## src/rtl/pdm_array_pkg.sv

```systemverilog
// Shared constants and helpers for the multi-channel density modulator.
package pdm_array_pkg;

  localparam logic PDM_MODE_SD  = 1'b0;
  localparam logic PDM_MODE_PWM = 1'b1;

  localparam int PDM_MAX_CHANNELS = 8;
  localparam int PDM_MAX_WIDTH    = 12;
  localparam int PDM_MIN_WIDTH    = 2;

  typedef enum logic {
    CMT_IDLE    = 1'b0,
    CMT_PENDING = 1'b1
  } cmt_state_e;

  // Address/counter width that never collapses to zero bits.
  function automatic int pdm_clog2_min1(input int n);
    return (n <= 2) ? 1 : $clog2(n);
  endfunction

endpackage

```

## src/rtl/pdm_array_channel.sv

```systemverilog
// One modulator lane: sigma-delta accumulator or counter-compare, with a
// registered true/complement output pair that only moves on tick.
module pdm_array_channel
  import pdm_array_pkg::*;
#(
  parameter int WIDTH = 8
) (
  input  logic             clk_i,
  input  logic             rst_ni,
  input  logic             tick_i,
  input  logic [WIDTH-1:0] code_i,
  input  logic             mode_i,
  input  logic [WIDTH-1:0] pwm_cnt_i,
  input  logic             clr_acc_i,
  output logic             out_o,
  output logic             out_n_o
);

  logic [WIDTH-1:0] acc_q, acc_d;
  logic             out_q, out_d;
  logic             out_n_q;
  logic [WIDTH:0]   sum;

  always_comb begin
    sum   = {1'b0, acc_q} + {1'b0, code_i};
    acc_d = acc_q;
    out_d = out_q;
    if (tick_i) begin
      if (mode_i == PDM_MODE_PWM) begin
        out_d = (pwm_cnt_i < code_i);
      end else begin
        out_d = sum[WIDTH];
        acc_d = sum[WIDTH-1:0];
      end
    end
    // A mode switch restarts the accumulator even if this is also a step.
    if (clr_acc_i) acc_d = '0;
  end

  always_ff @(posedge clk_i or negedge rst_ni) begin
    if (!rst_ni) begin
      acc_q   <= '0;
      out_q   <= 1'b0;
      out_n_q <= 1'b1;
    end else begin
      acc_q   <= acc_d;
      out_q   <= out_d;
      out_n_q <= ~out_d;
    end
  end

  assign out_o   = out_q;
  assign out_n_o = out_n_q;

endmodule

```

## src/rtl/pdm_array.sv

```systemverilog
// Multi-channel PDM/PWM modulator with double-buffered codes and atomic commit.
// state       | meaning
// CMT_IDLE    | no commit outstanding
// CMT_PENDING | commit requested, shadow copies to active on the next tick
module pdm_array
  import pdm_array_pkg::*;
#(
  parameter int CHANNELS = 4,
  parameter int WIDTH    = 8,
  parameter int DIV      = 1,
  localparam int AW      = pdm_clog2_min1(CHANNELS)
) (
  input  logic                clk,
  input  logic                reset_n,
  input  logic                wr_en,
  input  logic [AW-1:0]       wr_addr,
  input  logic [WIDTH-1:0]    wr_data,
  input  logic                wr_mode,
  input  logic                commit,
  output logic                busy,
  output logic                tick,
  output logic [CHANNELS-1:0] pdm_out,
  output logic [CHANNELS-1:0] pdm_out_n
);

  localparam int            PW       = pdm_clog2_min1(DIV);
  localparam logic [PW-1:0] PRE_LOAD = PW'(DIV - 1);

  if (CHANNELS < 1 || CHANNELS > PDM_MAX_CHANNELS) begin : g_bad_channels
    $error("pdm_array: CHANNELS out of range");
  end
  if (WIDTH < PDM_MIN_WIDTH || WIDTH > PDM_MAX_WIDTH) begin : g_bad_width
    $error("pdm_array: WIDTH out of range");
  end
  if (DIV < 1) begin : g_bad_div
    $error("pdm_array: DIV must be at least 1");
  end

  logic [PW-1:0]       pre_q, pre_d;
  logic                tick_q, tick_d;
  logic [WIDTH-1:0]    pwm_cnt_q, pwm_cnt_d;
  cmt_state_e          state_q;
  logic                busy_q;
  logic                copy;
  logic [WIDTH-1:0]    shadow_code_q [CHANNELS];
  logic [WIDTH-1:0]    active_code_q [CHANNELS];
  logic [CHANNELS-1:0] shadow_mode_q, active_mode_q;
  logic [CHANNELS-1:0] clr_acc;

  // Down-counting prescaler; terminal count of zero reloads and fires tick.
  always_comb begin
    tick_d = (pre_q == '0);
    pre_d  = tick_d ? PRE_LOAD : pre_q - PW'(1);
  end

  assign pwm_cnt_d = tick_q ? pwm_cnt_q + WIDTH'(1) : pwm_cnt_q;

  always_ff @(posedge clk or negedge reset_n) begin
    if (!reset_n) begin
      pre_q     <= '0;
      tick_q    <= 1'b0;
      pwm_cnt_q <= '0;
    end else begin
      pre_q     <= pre_d;
      tick_q    <= tick_d;
      pwm_cnt_q <= pwm_cnt_d;
    end
  end

  always_ff @(posedge clk or negedge reset_n) begin
    if (!reset_n) begin
      state_q <= CMT_IDLE;
      busy_q  <= 1'b0;
    end else begin
      case (state_q)
        CMT_IDLE: begin
          if (commit) begin
            state_q <= CMT_PENDING;
            busy_q  <= 1'b1;
          end
        end
        CMT_PENDING: begin
          if (tick_q) begin
            state_q <= CMT_IDLE;
            busy_q  <= 1'b0;
          end
        end
        default: begin
          state_q <= CMT_IDLE;
          busy_q  <= 1'b0;
        end
      endcase
    end
  end

  assign copy    = (state_q == CMT_PENDING) && tick_q;
  assign clr_acc = {CHANNELS{copy}} & (shadow_mode_q ^ active_mode_q);

  // Active takes the pre-edge shadow, so a same-cycle write waits for a later commit.
  always_ff @(posedge clk or negedge reset_n) begin
    if (!reset_n) begin
      for (int i = 0; i < CHANNELS; i++) begin
        shadow_code_q[i] <= '0;
        active_code_q[i] <= '0;
      end
      shadow_mode_q <= '0;
      active_mode_q <= '0;
    end else begin
      for (int i = 0; i < CHANNELS; i++) begin
        if (wr_en && (wr_addr == AW'(i))) begin
          shadow_code_q[i] <= wr_data;
          shadow_mode_q[i] <= wr_mode;
        end
        if (copy) begin
          active_code_q[i] <= shadow_code_q[i];
          active_mode_q[i] <= shadow_mode_q[i];
        end
      end
    end
  end

  for (genvar g = 0; g < CHANNELS; g++) begin : g_ch
    pdm_array_channel #(
      .WIDTH (WIDTH)
    ) u_ch (
      .clk_i     (clk),
      .rst_ni    (reset_n),
      .tick_i    (tick_q),
      .code_i    (active_code_q[g]),
      .mode_i    (active_mode_q[g]),
      .pwm_cnt_i (pwm_cnt_q),
      .clr_acc_i (clr_acc[g]),
      .out_o     (pdm_out[g]),
      .out_n_o   (pdm_out_n[g])
    );
  end

  assign busy = busy_q;
  assign tick = tick_q;

endmodule

```

## config.mk

```make
export PLATFORM = sky130hd
export DESIGN_NAME = pdm_array
export DESIGN_NICKNAME = d
export VERILOG_FILES = /design/src/rtl/pdm_array_pkg.sv /design/src/rtl/pdm_array_channel.sv /design/src/rtl/pdm_array.sv
export SDC_FILE = /design/constraint.sdc
export NUM_CORES = 1
export LEC_CHECK = 0
export CAP_MARGIN = 20
export CORE_UTILIZATION = 60
export CTS_CLUSTER_SIZE = 25
export DETAILED_ROUTE_END_ITERATION = 12
export PLACE_DENSITY = 0.78
export SYNTH_ARGS = -nofsm -noshare
export SYNTH_HDL_FRONTEND = slang
export SYNTH_HIERARCHICAL = 1
export SYNTH_SLANG_ARGS = --single-unit
```

## constraint.sdc

```tcl
create_clock -name clk -period 2.3 [get_ports clk]
set_clock_uncertainty 0.05 [all_clocks]
set_input_delay 0.46 -clock clk [delete_from_list [all_inputs] [get_ports clk]]
set_output_delay 0.46 -clock clk [all_outputs]
set_load 0.02 [all_outputs]
```

# Word level (Yosys, flattened, before mapping)

Cells that the tools add are included.

Bits in registers: 124
Input port bits: 15
Output and inout bits: 10
Word-level logic and storage cells: 99

$add $sub $neg: 6
Order comparisons: 4
Eq/ne operators: 9
Multiplexer cells: 27
Bitwise logic cells: 8
Reductions and logical operators: 15

Operators with widths:

| cell                                                            | count |
|---|---|
| 8-bit two-way mux                                               | 12 |
| 8-bit by 8-bit adder with 9-bit output                          | 4 |
| 8-bit less-than comparator                                      | 4 |
| 1-bit two-way mux                                               | 13 |
| 2-bit AND reduction                                             | 5 |
| 8-bit by 1-bit adder with 8-bit output, second input constant   | 1 |
| 2-bit by 1-bit != test with 1-bit output, second input constant | 4 |
| 2-bit nonzero test                                              | 4 |
| 1-bit NOT                                                       | 6 |
| 1-bit logical AND                                               | 5 |
| 4-bit bitwise AND                                               | 1 |
| 2-bit == test, second input constant                            | 2 |
| 2-bit != test, second input constant                            | 2 |
| 1-bit one-hot mux with 2 select lines                           | 2 |
| 4-bit bitwise XOR                                               | 1 |
| 2-bit by 1-bit == test with 1-bit output, second input constant | 1 |
| 2-bit zero test                                                 | 1 |
| 1-bit subtractor, second input constant                         | 1 |

# Depth between registers and ports, before layout

Gate-level depths: netlist (run 1).

Word-level depth: 4
Mapped depth: 8

# Cells and area by module

Netlist (run 1), hierarchy kept.

By module, submodules not included:

| module                                | times used | cells each | area an instance (sq um) | seq. area each (sq um) |
|---|---|---|---|---|
| pdm_array                             | 1          | 200        | 3230.6                   | 2077.0 |
| pdm_array_channel at g_ch[2].u_ch ... | 2          | 108        | 914.6                    | 251.5 |
| pdm_array_channel at g_ch[0].u_ch ... | 2          | 108        | 913.4                    | 251.5 |

# Worst setup path after synthesis (run 1)

OpenSTA, ideal clock, no wires.

Kind: register to register
Start: reg active_code_q[24] in the netlist's numbering
End: reg g_ch[0].u_ch.out_n_q
Setup time: 0.062 ns
Arrival: 1.832 ns
Setup slack: 0.356 ns
Cell stages (with the launch flop): 8
Path buffers: 0
Clock period less this slack: 1.944 ns
Path through: dfrtp_1 -> ha_1 -> fa_1 -> a211oi_1 -> nor2_1 -> o21a_1 -> o2111ai_2 -> and3_1

Cells in the longest elaborated chain, start to end: 4
Elaborated cells between the ends (all ways): 5
Classes of those cells: add/sub: 1; order compare: 1; mux: 2; bitwise: 1

Ends and longest elaborated chain:

| item                                                                                 | line                                             | text |
|---|---|---|
| start: declaration                                                                   | pdm_array.sv:46                                  | `logic [WIDTH-1:0] active_code_q [CHANNELS];` |
| start signal: indexed assignment                                                     | pdm_array.sv:115                                 | `active_code_q[i] <= shadow_code_q[i];` |
| 8-bit by 8-bit adder with 9-bit output or 8-bit less-than comparator (tied branches) | pdm_array_channel.sv:25, pdm_array_channel.sv:30 |  |
| 1-bit two-way mux (*)                                                                | pdm_array_channel.sv:29                          | `if (mode_i == PDM_MODE_PWM) begin` |
| 1-bit two-way mux (*)                                                                | pdm_array_channel.sv:28                          | `if (tick_i) begin` |
| 1-bit NOT (*)                                                                        | pdm_array_channel.sv:48                          | `out_n_q <= ~out_d;` |
| end signal: assignment                                                               | pdm_array_channel.sv:48                          |  |
| end: declaration                                                                     | pdm_array_channel.sv:21                          | `logic out_n_q;` |

Mark *: on every way between the ends. The rest lies on a longest branch, timed or not.
A chain may end at the register's enable or synchronous reset.

# Final worst setup path (run 1)

Start: reg active_code_q[8] in the netlist's numbering
End: reg g_ch[2].u_ch.out_n_q

Cells in the longest elaborated chain, start to end: 4
Elaborated cells between the ends (all ways): 5
Classes of those cells: add/sub: 1; order compare: 1; mux: 2; bitwise: 1

Ends and longest elaborated chain:

| item                                                                                 | line |
|---|---|
| 8-bit by 8-bit adder with 9-bit output or 8-bit less-than comparator (tied branches) | pdm_array_channel.sv:25, pdm_array_channel.sv:30 |
| 1-bit two-way mux (*)                                                                | pdm_array_channel.sv:29 |
| 1-bit two-way mux (*)                                                                | pdm_array_channel.sv:28 |
| 1-bit NOT (*)                                                                        | pdm_array_channel.sv:48 |
| end signal: assignment                                                               | pdm_array_channel.sv:48 |
| end: declaration                                                                     | pdm_array_channel.sv:21 |

Marked as above.

==> run summary, run 1 <==
DRT antenna net count: 0
Grt met2 use: 46.0%
DRT Pass-1 Iters: 4
Synth Area in Compound Gates: 12.0%
Share of layout cells above drive strength 1: 20.8%
Slew Viols, Final: 0
Slew margin rel.: 66.6%
Largest net degree at the start of global routing: 47
Final setup viols: 0
Hold depth: 1
Worst EP required: 2.61 ns
Register-to-Register Path Depth: 7
Placement Setup Slack: 0.171 ns
Primary FF master, synth: dfrtp_1
Cell chain of the critical path: ha_1, fa_1, a211oi_1, nor2_1, o21a_1, o2111ai_2, and3_1
Top cell type's share of synthesized area: 43.2%
Initial antenna violation count: 0
Fin crit period: 2.20 ns
DR WL/cell: 18.7 um
Syn Area/Cell: 10.9 um2
Clock transition at path regs: 0.06 ns
Number of flops mapped to enable cells by yosys: 0
Cts bufs inserted: 17
Peak VDD IR: 0.887 mV
Fillers: 763
Routed WL: 15400 um
Hold WS: 0.444 ns
RSZ-0062 raised after global routing: no
Ports: 25
CTS Sinks: 123
Crit start category: flop
Synth Cell Area: 0.00689 mm2
Synth Area in Simple Gates: 12.4%
Root Buffer: clkbuf_16
Capture instance of the worst register-to-register path: g_ch[2].u_ch/out_n_o$_DFF_PN1_
Synth top area cells: dfrtp_1 (43%), mux2_2 (12%), ha_1 (11%), a21oi_1 (3.2%), nand2_1 (2.5%)
M3 GR Usage: 7.47%
Synth Net Count: 712
CP max-delay cell: fa_1
Dominant cell type by area after synthesis: dfrtp_1
Nets@finish: 753
Crit end category: flop
Synthesis-to-finish area growth: 15.3%
I/O Buffers: 24
Worst r2r src: active_code_q[8]$_DFFE_PN0P_
Critical path type: flop to flop
Worst Hold End: active_code_q[0]$_DFFE_PN0P_
Die width: 109 um
Pwr dens: 1340 mW/mm2
Most used routing layer: met2
Status: completed
H-tree depth: 4
TritonCTS clock tree: built
R2R Setup Slk: 0.10 ns
Hold_sp: shadow_code_q[0]$_DFFE_PN0P_
Post-synthesis register bit count: 123
Worst EP arrival: 2.51 ns
Worst slew pin tran: 0.502 ns
Final hold violation count: 0
Die footprint: 0.0119 mm2
PnR worst setup slack: 0.100 ns
Cell Rows: 38
Multiplexer share of the synthesized area: 12.7%
CORE AREA: 0.0110 mm2
Setup TNS: 0 ns
Max_cap viols: 0
Synth Area in XOR/XNOR: 1.91%
Leak pwr: 3.66 nW
Library cells used by synthesis: 44
Clock Path Buffers: 2
DRT iter0 DRCs: 258
Vias/cell: 6.03
Core Util, Final: 72.0%
Postcts setup bufs: 0
Period utilization: 95.6%
Slowest stage delay, CP: 0.44 ns
Initial Utilization: 62.4%
Skew-Pair Late Insertion Delay: 0.42 ns
DR vias: 4981
Worst-path fanout max: 3
Synthesis warning total: 6
Largest family of logic cells by synthesized area: multiplexers
Vias in the first global route: 5096
Antenna cells: 0
GRT overflow: 0
Global Route Usage Sum: 28.2%
Synthesized-area fraction occupied by adder cells: 12.2%
GPL Wtd Cong: 0.912
Met1 Use GR: 35.7%
Residual DRC: 0
Async SR Flop Fraction: 100%
Post-synthesis sequential area ratio: 44.8%
Max Fclk: 455 MHz
Post-DP HPWL: 10300 um
Die height: 109 um
Post-Synthesis Cells: 632
First-pass GRT wire length: 24700 um
Overall Power: 10.6 mW
Worst hold path type: flop to flop
## flip-flops by register name (all words and copies together), names as in the netlist, named ones only
signal,flops
busy,1
shadow_code_q,32
active_code_q,32
g_ch.u_ch/out_n_o,4
pwm_cnt_q,8
g_ch.u_ch/acc_q,32
tick,1
state_q,1
shadow_mode_q,4
active_mode_q,4
## through the flow
step	area [um2]	cells
2_1_floorplan	6890	632
3_3_place_gp	7320	793
3_5_place_dp	7320	793
4_1_cts	7940	826
5_1_grt	7940	826
6_report	7940	826
## cells in the mapped netlist (all sizes together) (10+ instances only)
| cell type | instances |
|---|---|
| a21oi | 44 |
| nor4b | 16 |
| inv | 42 |
| xnor2 | 10 |
| a21o | 12 |
| ha | 61 |
| nor3 | 17 |
| nand3 | 13 |
| a211oi | 20 |
| o21ai | 16 |
| buf | 12 |
| mux2 | 73 |
| dfrtp | 119 |
| nand2 | 47 |
| nor2 | 43 |
## layer usage
layer	vias up	wire, um
met4	0	354
met3	35	625
met1	2467	6960
li1	2368	-
met2	111	7460
met5	-	0
## placed cells by master, fill, tap and decap left out, drive strengths merged, types with 5 or more instances in the layout
cell,n
nand3,13
o31ai,8
clkdlybuf4s50,23
dfrtp,119
a211oi,20
nor3,17
nand2b,8
xnor2,10
buf,16
and3,8
mux2,73
mux2i,5
ha,61
inv,42
a21oi,44
nor2,43
a21o,12
o21ai,16
o22ai,5
a31oi,8
clkbuf,22
nand2,47
nor4b,16
xor2,5
## cell families (layout without fill, tap and decap cells)
family | after synthesis | count (layout)
AO/OA/AOI/OAI | 125 | 125
XOR/XNOR | 15 | 15
adder cells (fa/ha/maj) | 65 | 65
buffers and inverters | 60 | 114
flip-flops | 123 | 123
multiplexers | 78 | 78
other | 1 | 1
AND/OR/NAND/NOR | 165 | 165
## critical path: cells and delay by family, from the launching register on
family          cells  cell delay (ns)
compound gates      3             0.69
fa+ha+maj           2             0.71
flops               1             0.39
simple gates        2             0.30
## worst max-delay path by stage
stage                                        from                             end  slack [ns]  cells after the start
floorplan           active_code_q[24]$_DFFE_PN0P_  g_ch[0].u_ch/out_n_o$_DFF_PN1_        0.36                      7
global placement     active_code_q[8]$_DFFE_PN0P_  g_ch[2].u_ch/out_n_o$_DFF_PN1_        0.26                      7
detailed placement   active_code_q[8]$_DFFE_PN0P_  g_ch[2].u_ch/out_n_o$_DFF_PN1_        0.17                      7
CTS                  active_code_q[8]$_DFFE_PN0P_  g_ch[2].u_ch/out_n_o$_DFF_PN1_        0.15                      7
global route         active_code_q[8]$_DFFE_PN0P_                            flop       0.007                      7
finish               active_code_q[8]$_DFFE_PN0P_  g_ch[2].u_ch/out_n_o$_DFF_PN1_        0.10                      7
## power breakdown
group | switching, mW | leakage, nW | internal (mW) | total [mW]
logic | 2.30 | 1.88 | 2.01 | 4.31
clock network | 0.971 | 0.290 | 1.73 | 2.70
registers | 0.700 | 1.49 | 2.91 | 3.61
## cell type report
| type | instances | area, um2 | area share, % |
|---|---|---|---|
| clock inverter | 10 | 114 | 1.43 |
| clock buffer | 22 | 494 | 6.23 |
| timing repair buffer | 40 | 385 | 4.85 |
| tap | 140 | 175 | 2.21 |
| sequential | 123 | 3080 | 38.8 |
| inverter | 42 | 158 | 1.99 |
| multi-input combinational | 449 | 3530 | 44.5 |
## timing repair
item	CTS	global route
hold buffers	1	0
hold endpoints to repair	22	0
setup endpoints to repair	0	0
gates resized for setup	0	0
(Power assumes the default switching activity.)
==> run 2, diff against run 1 <==
PLACE_DENSITY = 0.79   (was 0.78)
SYNTH_HIERARCHICAL = not set   (was 1)
==> run 2 against run 1 <==
Against the previous run: worst setup slack got worse by 0.081 ns; first-iteration DRC count is 17% lower; the flow now finishes with violations (hold timing); sequential cell count stayed put; area after synthesis down 4.3%; highest routed layer unchanged; critical path type unchanged.
==> run summary, run 2 <==
Cell Area, Placed: 0.00695 mm2
Clk network pwr share: 23.7%
Number of flops mapped to enable cells by yosys: 0
Largest net degree at the start of global routing: 124
Die height: 107 um
DR WL/cell: 18.4 um
Top flop regs: active_code_q: 32 flops, g_ch.u_ch.acc_q: 32 flops, shadow_code_q: 32 flops
Critical path buffer and inverter count: 0
Worst hold path type: primary input to async pin
Placed Cells: 707
Comb power frac: 40.9%
Period utilization: 99.2%
Slowest stage delay, CP: 0.41 ns
Synth Cell Area: 0.00659 mm2
Pwr dens: 1370 mW/mm2
Skew-Pair Late Insertion Delay: 0.52 ns
I/O Buffers: 24
Root Buffer: clkbuf_8
Synth Net Count: 637
P_sw: 3.77 mW
Commonest cells post-synth: dfrtp_1 (119), mux2_2 (73), ha_1 (61)
Hold-fix buffers at CTS: 0
Cts bufs inserted: 17
CTS Sinks: 123
Top delay family on crit path: adder cells
Synthesis-to-finish area growth: 14.0%
Post-synthesis register bit count: 123
Cell-internal power: 6.56 mW
Initial antenna violation count: 0
Most used routing layer: met2
Hold WS: -0.0297 ns
Nets@finish: 671
Final hold violation count: 30
Fillers: 682
GRT overflow: 0
Top cell type's share of synthesized area: 45.2%
Worst EP arrival: 2.63 ns
Synth top area cells: dfrtp_1 (45%), mux2_2 (12%), ha_1 (12%), a22o_1 (2.9%), o21ai_0 (2.7%)
Core Util, Final: 71.5%
Worst EP required: 2.65 ns
GPL Wtd Cong: 0.849
Synthesis warning total: 0
Initial Utilization: 62.7%
TritonCTS clock tree: built
Area of the multi-input gates: 0.00328 mm2
Crit start category: flop
Cell chain of the critical path: ha_1, fa_2, a211oi_4, o21ai_1, a31oi_1, nor2_1, or3_1
CORE AREA: 0.0105 mm2
Post-synthesis sequential area ratio: 46.8%
Final setup viols: 0
Slew margin rel.: 56.9%
Post-Synthesis Cells: 557
Die footprint: 0.0114 mm2
Library cells used by synthesis: 44
Antenna cells: 0
Max_cap viols: 0
DRT iter0 DRCs: 214
Vias/cell: 6.04
Failing checks: hold timing
Global Route Usage Sum: 26.8%
Met1 Use GR: 35.6%
Grt met2 use: 43.2%
Residual DRC: 0
Die width: 107 um
Storage element area: 0.00308 mm2
Sw Ratio: 36.5%
Status: finished, violations left
Ports: 25
Max Fclk: 438 MHz
DRT antenna net count: 0
DR vias: 4466
M3 GR Usage: 5.41%
Peak VDD IR: 0.909 mV
Slew Viols, Final: 0
Leak pwr: 3.49 nW
Count leader, synth: dfrtp_1
Sequential share of power: 35.3%
Vias in the first global route: 4644
Share of layout cells above drive strength 1: 20.7%
Crit end category: flop
Non-Filler Instances: 739
RSZ-0062 raised after global routing: yes
Syn Area/Cell: 11.8 um2
Clock Path Buffers: 2
Dominant cell type by area after synthesis: dfrtp_1
Primary FF master, synth: dfrtp_1
CP max-delay cell: fa_2
Worst slew pin tran: 0.647 ns
Cell Rows: 37
Post-route design area: 0.00752 mm2
Fin crit period: 2.28 ns
Async SR Flop Fraction: 100%
H-tree depth: 4
Worst-path fanout max: 3
Critical path type: flop to flop
Clock transition at path regs: 0.06 ns
Most frequent cells in the layout: dfrtp_1 (119), mux2_2 (73), ha_1 (61)
Commonest non-fill, non-tap cell in the layout: dfrtp_1
DRT Pass-1 Iters: 4
Post-DP HPWL: 8970 um
Routed WL: 13600 um
First-pass GRT wire length: 22900 um
run 2: changes by cell type after synthesis, sizes merged, moves of 16 or more:
cell | before | now
nand2 | 47 | 23
a22o | 0 | 22
nor4b | 16 | 0
nor2 | 43 | 7
o21ai | 16 | 40
a21oi | 44 | 22
run 2: layout make-up:
type	count	share of cell area [%]
Clock buffer	22	6.03
Clock inverter	9	1.23
Inverter	36	1.80
Multi-Input combinational cell	382	43.6
Sequential cell	123	41.0
Tap cell	136	2.26
Timing Repair Buffer	31	4.03
run 2: kinds of logic after synthesis:
| group | Yosys count | share of synthesized area, % |
|---|---|---|
| AND/OR/NAND/NOR | 80 | 6.64 |
| XOR/XNOR | 21 | 2.79 |
| flip-flops | 123 | 46.8 |
| buffers and inverters | 52 | 3.68 |
| AO/OA/AOI/OAI | 142 | 14.8 |
| multiplexers | 73 | 12.5 |
| adder cells (fa/ha/maj) | 65 | 12.8 |
| other | 1 | 0.0569 |
run 2: repair_timing:
item	in CTS	in global routing
setup endpoints to repair	0	4
gates resized for setup	0	5
buffers inserted	0	1
run 2: path summary, 6_finish.rpt:
path	startpoint	endpoint	slack [ns]	depth (start not counted)
max	active_code_q[24]$_DFFE_PN0P_	flop	0.02	7
min	reset_n	g_ch[2].u_ch.acc_q[0]$_DFFE_PN0P_	-0.03	2
max reg2reg	active_code_q[24]$_DFFE_PN0P_	flop	0.02	7
min reg2reg	g_ch[3].u_ch.acc_q[3]$_DFFE_PN0P_	g_ch[3].u_ch.acc_q[3]$_DFFE_PN0P_	0.44	2
max in group asynchronous	reset_n	shadow_code_q[28]$_DFFE_PN0P_	1.74	2
min in group clk	g_ch[3].u_ch.acc_q[3]$_DFFE_PN0P_	g_ch[3].u_ch.acc_q[3]$_DFFE_PN0P_	0.44	2
run 2: power by group through the flow:
stage / registers, mW / clock network (mW) / logic, mW
finish: 3.65 / 2.45 / 4.23
global route: 3.75 / 2.60 / 4.75
CTS: 3.64 / 2.49 / 4.18
detailed placement: 3.66 / 0 / 4.11
global placement: 3.64 / 0 / 3.91
floorplan: 3.39 / 0 / 3.38
run 2: per-stage QoR:
| step | hold WS, ns | TNS (ns) | total power [mW] | setup WS [ns] |
|---|---|---|---|---|
| CTS | 0.00515 | 0 | 10.3 | 0.0122 |
| global placement | 0.423 | 0 | 7.54 | 0.111 |
| detailed placement | 0.432 | 0 | 7.77 | 0.0540 |
| finish | -0.0297 | 0 | 10.3 | 0.0194 |
| global route | 0.0158 | -0.105 | 11.1 | -0.105 |
| floorplan | 0.114 | 0 | 6.77 | 0.203 |
run 2: routing by layer:
metal,wire length (um),share of wire (%)
met1,6180,45
met4,257,1.9
met5,0,0
met3,398,2.9
met2,6770,50
